<file path="src/rtl/conv2d_ctrl_param.sv">
// Conv2d layer controller: kernel fetch per channel, window/stream sequencing,
// zero padding, partial-sum buffer control and output beat generation.
// Ports:
//   clk, aresetn           clock, synchronous active-low reset
//   load_kernel            host fills kernel BRAM; falling edge starts a job
//   cfg_img/cfg_ch/cfg_pad image size N, channel count C, same-padding enable
//   s_axis_*               input pixel stream (tvalid/tlast in, tready out)
//   m_axis_*               output beat strobes (tready in, tvalid/tlast out)
//   kbram_en/kbram_addr    kernel BRAM read, wr_kernel loads kernel register
//   win_rst/shift/zero     sliding window control
//   acc_first/add_bias     accumulate control, obuf_we/obuf_addr buffer write
//   busy, done, err        job status (done pulses, err is sticky)
module conv2d_ctrl_param #(
   parameter int IMG_W = 8,
   parameter int CH_W  = 9,
   parameter int OA_W  = 14
) (
   input  logic             clk,
   input  logic             aresetn,
   input  logic             load_kernel,
   input  logic [IMG_W-1:0] cfg_img,
   input  logic [CH_W-1:0]  cfg_ch,
   input  logic             cfg_pad,
   input  logic             s_axis_tvalid,
   input  logic             s_axis_tlast,
   output logic             s_axis_tready,
   input  logic             m_axis_tready,
   output logic             m_axis_tvalid,
   output logic             m_axis_tlast,
   output logic             kbram_en,
   output logic [CH_W-1:0]  kbram_addr,
   output logic             wr_kernel,
   output logic             win_rst,
   output logic             win_shift,
   output logic             win_zero,
   output logic             acc_first,
   output logic             add_bias,
   output logic             obuf_we,
   output logic [OA_W-1:0]  obuf_addr,
   output logic             busy,
   output logic             done,
   output logic             err
);

   typedef enum logic [3:0] {
      S_IDLE, S_LOADK, S_KRD, S_KWR, S_STREAM,
      S_PADCOL, S_PADROW, S_NEXTCH, S_FIN
   } state_t;

   localparam logic [IMG_W-1:0] I_ONE   = IMG_W'(1);
   localparam logic [IMG_W-1:0] I_THREE = IMG_W'(3);
   localparam logic [IMG_W:0]   Q_ONE   = (IMG_W+1)'(1);
   localparam logic [IMG_W:0]   Q_TWO   = (IMG_W+1)'(2);
   localparam logic [CH_W-1:0]  C_ONE   = CH_W'(1);
   localparam logic [OA_W-1:0]  O_ONE   = OA_W'(1);

   state_t           state_q, state_d;
   logic [IMG_W-1:0] n_q, n_d;
   logic [CH_W-1:0]  c_q, c_d;
   logic             pad_q, pad_d;
   logic [CH_W-1:0]  ch_q, ch_d;
   logic [IMG_W-1:0] row_q, row_d;
   logic [IMG_W-1:0] col_q, col_d;
   logic [OA_W-1:0]  oa_q, oa_d;
   logic             err_q, err_d;

   logic [IMG_W:0]   n_x, q, p;
   logic             in_stream, in_pad, last_ch;
   logic             col_last, row_last, col_end;
   logic             cfg_bad, out_pos, fin_pos;
   logic             s_rdy, xfer, m_vld, pad_adv;
   logic             shift, emit, exp_tlast;

   assign n_x       = {1'b0, n_q};
   assign in_stream = (state_q == S_STREAM);
   assign in_pad    = (state_q == S_PADCOL) ||
                      (state_q == S_PADROW);
   assign last_ch   = (ch_q == c_q - C_ONE);
   assign col_last  = (col_q == n_q - I_ONE);
   assign row_last  = (row_q == n_q - I_ONE);
   assign col_end   = (col_q == n_q);
   assign exp_tlast = row_last && col_last;

   assign cfg_bad = (cfg_ch == '0) ||
                    (cfg_img == '0) ||
                    (!cfg_pad && (cfg_img < I_THREE));

   // Position in the (optionally padded) frame; the padded frame has a
   // leading zero row/column, so coordinates are offset by one.
   always_comb begin
      q = {1'b0, row_q};
      p = {1'b0, col_q};
      if (pad_q) begin
         q = q + Q_ONE;
         p = p + Q_ONE;
         if (state_q == S_PADROW) q = n_x + Q_ONE;
      end
   end

   assign out_pos = (q >= Q_TWO) && (p >= Q_TWO);
   assign fin_pos = pad_q ?
      ((q == n_x + Q_ONE) && (p == n_x + Q_ONE)) :
      ((q == n_x - Q_ONE) && (p == n_x - Q_ONE));

   // Only the last channel produces results, so only it is throttled
   // by the downstream consumer.
   assign s_rdy   = in_stream && (last_ch ? m_axis_tready : 1'b1);
   assign xfer    = s_rdy && s_axis_tvalid;
   assign m_vld   = last_ch && out_pos &&
                    (in_stream ? s_axis_tvalid : in_pad);
   assign pad_adv = in_pad && !(m_vld && !m_axis_tready);
   assign shift   = xfer || pad_adv;
   assign emit    = shift && out_pos;

   always_ff @(posedge clk) begin
      if (!aresetn) begin
         state_q <= S_IDLE;
         n_q     <= '0;
         c_q     <= '0;
         pad_q   <= 1'b0;
         ch_q    <= '0;
         row_q   <= '0;
         col_q   <= '0;
         oa_q    <= '0;
         err_q   <= 1'b0;
      end else begin
         state_q <= state_d;
         n_q     <= n_d;
         c_q     <= c_d;
         pad_q   <= pad_d;
         ch_q    <= ch_d;
         row_q   <= row_d;
         col_q   <= col_d;
         oa_q    <= oa_d;
         err_q   <= err_d;
      end
   end

   always_comb begin
      state_d = state_q;
      n_d     = n_q;
      c_d     = c_q;
      pad_d   = pad_q;
      ch_d    = ch_q;
      row_d   = row_q;
      col_d   = col_q;
      oa_d    = oa_q;
      err_d   = err_q;
      if (emit) oa_d = oa_q + O_ONE;
      unique case (state_q)
         S_IDLE: begin
            if (load_kernel) state_d = S_LOADK;
         end
         S_LOADK: begin
            if (!load_kernel) begin
               n_d   = cfg_img;
               c_d   = cfg_ch;
               pad_d = cfg_pad;
               ch_d  = '0;
               if (cfg_bad) begin
                  err_d   = 1'b1;
                  state_d = S_IDLE;
               end else begin
                  state_d = S_KRD;
               end
            end
         end
         S_KRD: state_d = S_KWR;
         S_KWR: begin
            row_d   = '0;
            col_d   = '0;
            oa_d    = '0;
            state_d = S_STREAM;
         end
         S_STREAM: begin
            if (xfer) begin
               if (s_axis_tlast != exp_tlast) err_d = 1'b1;
               col_d = col_q + I_ONE;
               if (col_last) begin
                  if (pad_q) begin
                     state_d = S_PADCOL;
                  end else begin
                     col_d = '0;
                     row_d = row_q + I_ONE;
                     if (row_last) state_d = S_NEXTCH;
                  end
               end
            end
         end
         S_PADCOL: begin
            if (pad_adv) begin
               col_d   = '0;
               row_d   = row_q + I_ONE;
               state_d = row_last ? S_PADROW : S_STREAM;
            end
         end
         S_PADROW: begin
            if (pad_adv) begin
               col_d = col_q + I_ONE;
               if (col_end) state_d = S_NEXTCH;
            end
         end
         S_NEXTCH: begin
            ch_d    = ch_q + C_ONE;
            state_d = last_ch ? S_FIN : S_KRD;
         end
         S_FIN: state_d = S_IDLE;
         default: state_d = S_IDLE;
      endcase
   end

   always_comb begin
      s_axis_tready = s_rdy;
      m_axis_tvalid = m_vld;
      m_axis_tlast  = m_vld && fin_pos;
      kbram_en      = (state_q == S_KRD);
      kbram_addr    = (state_q == S_KRD) ? ch_q : '0;
      wr_kernel     = (state_q == S_KWR);
      win_rst       = (state_q == S_KWR);
      win_shift     = shift;
      win_zero      = pad_adv;
      acc_first     = emit && (ch_q == '0);
      add_bias      = emit && last_ch;
      obuf_we       = emit;
      obuf_addr     = oa_q;
      busy          = (state_q != S_IDLE);
      done          = (state_q == S_FIN);
      err           = err_q;
   end

endmodule
</file>
<file path="config.mk">
export PLATFORM = sky130hd
export DESIGN_NAME = conv2d_ctrl_param
export DESIGN_NICKNAME = d
export VERILOG_FILES = /design/src/rtl/conv2d_ctrl_param.sv
export SDC_FILE = /design/constraint.sdc
export NUM_CORES = 1
export LEC_CHECK = 0
export ABC_AREA = 1
export BUFFER_PORTS_ARGS = -buffer_cell sky130_fd_sc_hd__clkbuf_2
export CAP_MARGIN = 5
export CORE_ASPECT_RATIO = 1.75
export CORE_MARGIN = 1.5
export CORE_UTILIZATION = 60
export DETAILED_ROUTE_END_ITERATION = 16
export GPL_TIMING_DRIVEN = 0
export PLACE_DENSITY = 0.84
export SYNTH_ARGS = -nofsm -noshare
export SYNTH_HDL_FRONTEND = slang
export SYNTH_SLANG_ARGS = --single-unit
</file>
<file path="constraint.sdc">
create_clock -name clk -period 3.5 [get_ports clk]
set_input_delay 0.7 -clock clk [delete_from_list [all_inputs] [get_ports clk]]
set_output_delay 0.7 -clock clk [all_outputs]
set_load 0.01 [all_outputs]
</file>
==> results.txt <==
The leakage power total is 0.002830 uW. The number of synthesis warnings is 0. Of all nets on the critical path, the largest fanout is 16.

The final critical path takes up 95.97% of the cycle. The utilization after layout came out at 73.29%. The post-synthesis share of cell area spent on full adders, half adders and majority gates is 2.140%. The number of placed I/O pins came out at 61. The sequential power share came out at 21.5%. The fraction of layout instances using a drive strength above 1 is 19.60%. The horizontal extent of the die came out at 73.79 um.

The largest family of logic cells by synthesized area is simple AND/OR/NAND/NOR gates. The first global-routing pass estimated 24630 um of wire. The synthesized netlist cell count came out at 874. The average wire per cell in the routed design is 14.53 um. Yosys mapped a number of flops with a built-in enable equal to 0. After filler insertion, the fill cell instance count of the layout stands at 740.

For the final database, setup skew stands at 0.009732 ns. The cell chosen for the clock root is sky130_fd_sc_hd__clkbuf_16. The number of vias per cell after detailed routing is 5.595. The routability-driven placement congestion ratio is 1.014. The die covers 9361 um^2.

STA classifies the critical path endpoint as an output port. The post-synthesis mux area share is 0%. Counting the buffers created by CTS gives 9. The half-perimeter wire length after placement is 11770 um. The most critical setup path has its endpoint at acc_first. The worst max-slew margin expressed relative to the limit is 51.64%.

After detailed routing, the total wire length is 15640 um. The post-layout minimum cycle time came out at 3.359 ns. Clock-pin slew was measured on the worst setup and hold paths at 0.05 ns.

The path class of the tightest hold or removal check is flip-flop to flip-flop. The share of the synthesized netlist area taken by xor and xnor gates came out at 9.655%. The number of DRC violations after detailed-routing iteration 0 is 428. The worst-skew pair later-pin latency came out at 0.34 ns. The number of buffers inserted by port buffering is 60.

After synthesis, the mean cell area works out to 6.020 um^2. For this run, the register share of the synthesized area comes to 23.59%. The net switching power of the design came out at 2245 uW. The max-slew violation total from the final report came out at 0. The die boundary height is 126.9 um. The initial utilization of the core area, before any placement, comes to 61.07%. The total routing resource utilization after global routing is 33.39%. The total count of hold-check failures in the final report came to 0. The number of nets produced by synthesis is 907. The number of diodes is 0. Per report_power, the clock group accounts for 21.3% of the total.

The switching share of total power came out at 47.40%. The maximum root-to-sink buffer count came out at 2. The setup TNS came out at 0 ns.

The number of global-route vias before repair came out at 5491. The cts-stage hold buffer count is 0. The predominant post-synthesis flop cell is sky130_fd_sc_hd__dfxtp_1. Yosys attributes the largest share of cell area to sky130_fd_sc_hd__dfxtp_1 24%, sky130_fd_sc_hd__nand2_1 14%, sky130_fd_sc_hd__nor2_1 9.3%.

The maximum ir drop on the vdd rail is 0.0004636 V. The dominant cell by count in the synthesized netlist is sky130_fd_sc_hd__nand2_1. The minimum setup slack after placement is 0.2049 ns.

The remaining global-route overflow is 0. In the routed design, unresolved DRC markers number 0. The endpoint identified for the worst register-to-register timing path is state_q[0]. The biggest area contributor in the post-synthesis netlist is sky130_fd_sc_hd__dfxtp_1.

The first detailed-routing pass took 5 iterations. The synthesized-area fraction occupied by ao, oa, aoi and oai cells came out at 12.51%. In this run, the combinational gates consume 57.3% of the power. The placed cell area came out at 5708 um^2.

The area growth from synthesis to layout is 20.00%. The core area came out at 8615 um^2. The top-area cell type share of the netlist area came out at 23.59%.

Sorting the synthesized cells by how often they occur yields 199 x sky130_fd_sc_hd__nand2_1, 131 x sky130_fd_sc_hd__nor2_1, 94 x sky130_fd_sc_hd__inv_1. Static timing analysis puts the maximum clock frequency at 0.2977 GHz. The flow ran to the end, and the final reports show no timing, DRC or antenna violations.

The maximum level of the CTS H-tree is 3. The count of final setup violators is 0. The worst setup path is launched from a flip-flop. The worst setup path is of the flip-flop to output port kind. The origin of the critical flop-to-flop path is n_q[0]. The internal portion of total power is 2491 uW. The number of violations of the max-capacitance limit is 0. Data arrives at the worst endpoint at 2.66 ns. The initial antenna violation count came out at 0. The number of rows in the core area is 45. In this run the worst setup path begins at n_q[0]. The share of flip-flops with an asynchronous set or reset is 0%. The number of distinct library cells after synthesis is 40. The cell count of the worst reg-to-reg path is 17. The routed layout has 6020 vias. Entering global routing, the biggest net connects 12 pins. The power per cell area came out at 750.1 nW/um^2. The final cell area excluding filler cells came out at 6314 um^2. At the worst endpoint, the required time is 2.80 ns.

The number of synthesized register bits is 62. The cell area after synthesis came out at 5261 um^2. The transition at the pin with the smallest max-transition slack is 0.7227 ns. TritonCTS built the clock tree. The clock drives 62 sinks. The total number of nets in the final design came out at 987. Once detail routing completed, the nets flagged for antenna violations numbered 0. The worst reg-to-reg setup slack came out at 0.75 ns. The final setup slack of the worst path came out at 0.1411 ns. The synthesized-area fraction occupied by and/or/nand/nor cells is 41.62%. The overall power after layout came out at 4736 uW.
routing by layer:
metal  wire [um]  part of all wire (%)  up-vias  GRT usage (%)
met3         671                   4.3       60          4.289
li1            -                     -     2991              -
met1        5884                    38     2759          35.64
met4         901                   5.8        0          17.97
met5           0                     0        -              0
met2        8177                    52      210          60.89
timing repair:
| action | 4_1_cts | 5_1_grt |
|---|---|---|
| buffers inserted | 0 | 10 |
| pin swaps | 0 | 12 |
| endpoints found under the setup margin | 3 | 4 |
| resized for setup | 18 | 47 |
metrics by stage:
stage,hold WS (ns),cells
after floorplan,0.4479,874
after global placement,0.4402,1051
after detailed placement,0.4469,1051
after CTS,0.4544,1067
after global routing,0.5016,1076
final,0.4543,1076
flip-flops by register name, indices dropped and copies added (netlist names):
signal and flops:
state_q 4, col_q 8, c_q 9, n_q 8, row_q 8, ch_q 9
err 1, obuf_addr 14, pad_q 1
kinds of logic after synthesis:
logic type               Yosys count
adder cells (fa/ha/maj)            9
AND/OR/NAND/NOR                  490
XOR/XNOR                          58
AO/OA/AOI/OAI                    121
buffers and inverters            134
flip-flops                        62
power groups by stage:
stage	logic, uW	registers (uW)	clock network (uW)
3_5_place_dp	2430	999	0
6_report	2710	1020	1010
3_3_place_gp	2390	997	0
2_1_floorplan	1910	962	0
5_1_grt	3000	1030	1030
4_1_cts	2490	993	1000
worst min-delay path by stage:
stage	from	end	slack [ns]	cells past startpoint
floorplan	c_q[1]	c_q[1]	0.45	2
global placement	err	err	0.44	2
detailed placement	err	err	0.45	2
CTS	err	err	0.45	2
global route	err	err	0.50	2
finish	err	err	0.45	2
cell usage in the layout (no fill, tap or decap), types with 3 or more instances in the layout:
cell	Yosys	layout
sky130_fd_sc_hd__nand2_1	199	194
sky130_fd_sc_hd__clkbuf_1	9	8
sky130_fd_sc_hd__dfxtp_4	0	4
sky130_fd_sc_hd__a211oi_1	4	4
sky130_fd_sc_hd__dfxtp_1	62	52
sky130_fd_sc_hd__or2_2	3	3
sky130_fd_sc_hd__buf_4	6	17
sky130_fd_sc_hd__nand3_2	4	8
sky130_fd_sc_hd__nor2_4	5	9
sky130_fd_sc_hd__o22ai_1	4	4
sky130_fd_sc_hd__clkbuf_16	0	9
sky130_fd_sc_hd__clkbuf_2	0	59
sky130_fd_sc_hd__xnor2_1	18	17
sky130_fd_sc_hd__nand2_4	2	3
sky130_fd_sc_hd__nor4_1	4	4
sky130_fd_sc_hd__nor2_1	131	123
sky130_fd_sc_hd__nand3b_1	4	4
sky130_fd_sc_hd__inv_2	11	13
sky130_fd_sc_hd__buf_2	9	5
sky130_fd_sc_hd__nor2_2	9	13
sky130_fd_sc_hd__ha_4	0	3
sky130_fd_sc_hd__clkbuf_4	0	4
sky130_fd_sc_hd__nand3_1	86	82
sky130_fd_sc_hd__o21ai_0	43	42
sky130_fd_sc_hd__xor2_1	40	39
sky130_fd_sc_hd__o21ai_1	5	5
sky130_fd_sc_hd__inv_1	94	91
sky130_fd_sc_hd__clkinv_1	3	3
sky130_fd_sc_hd__nor3_1	15	13
sky130_fd_sc_hd__ha_1	9	4
sky130_fd_sc_hd__dfxtp_2	0	6
sky130_fd_sc_hd__nand4_1	17	17
sky130_fd_sc_hd__a21oi_1	53	53
sky130_fd_sc_hd__nand2_2	7	11
critical path, cell delays in order, from the launching register on:
cell                         delay (ns)
sky130_fd_sc_hd__dfxtp_2           0.36
sky130_fd_sc_hd__buf_6             0.16
sky130_fd_sc_hd__clkinvlp_4        0.14
sky130_fd_sc_hd__ha_4              0.30
sky130_fd_sc_hd__nor2_1            0.13
sky130_fd_sc_hd__nor2_2            0.07
sky130_fd_sc_hd__nor2_1            0.12
sky130_fd_sc_hd__nand3_2           0.10
sky130_fd_sc_hd__nor2_4            0.18
sky130_fd_sc_hd__nor2_8            0.08
sky130_fd_sc_hd__nand3_2           0.08
sky130_fd_sc_hd__nand2_2           0.08
sky130_fd_sc_hd__nand2_4           0.10
sky130_fd_sc_hd__nand2_4           0.14
sky130_fd_sc_hd__nor3_2            0.13
sky130_fd_sc_hd__buf_2             0.15
final cells by class:
class	instances	area (um^2)	area share (%)
Sequential cell	62	1264	20.02
Buffer	25	155.1	2.457
Clock inverter	5	81.33	1.288
Inverter	108	409.1	6.480
Timing Repair Buffer	70	375.4	5.945
Multi-Input combinational cell	678	3630	57.49
Clock buffer	11	252.7	4.003
Tap cell	117	146.4	2.319
No activity file was read; power rests on OpenSTA's default activity.
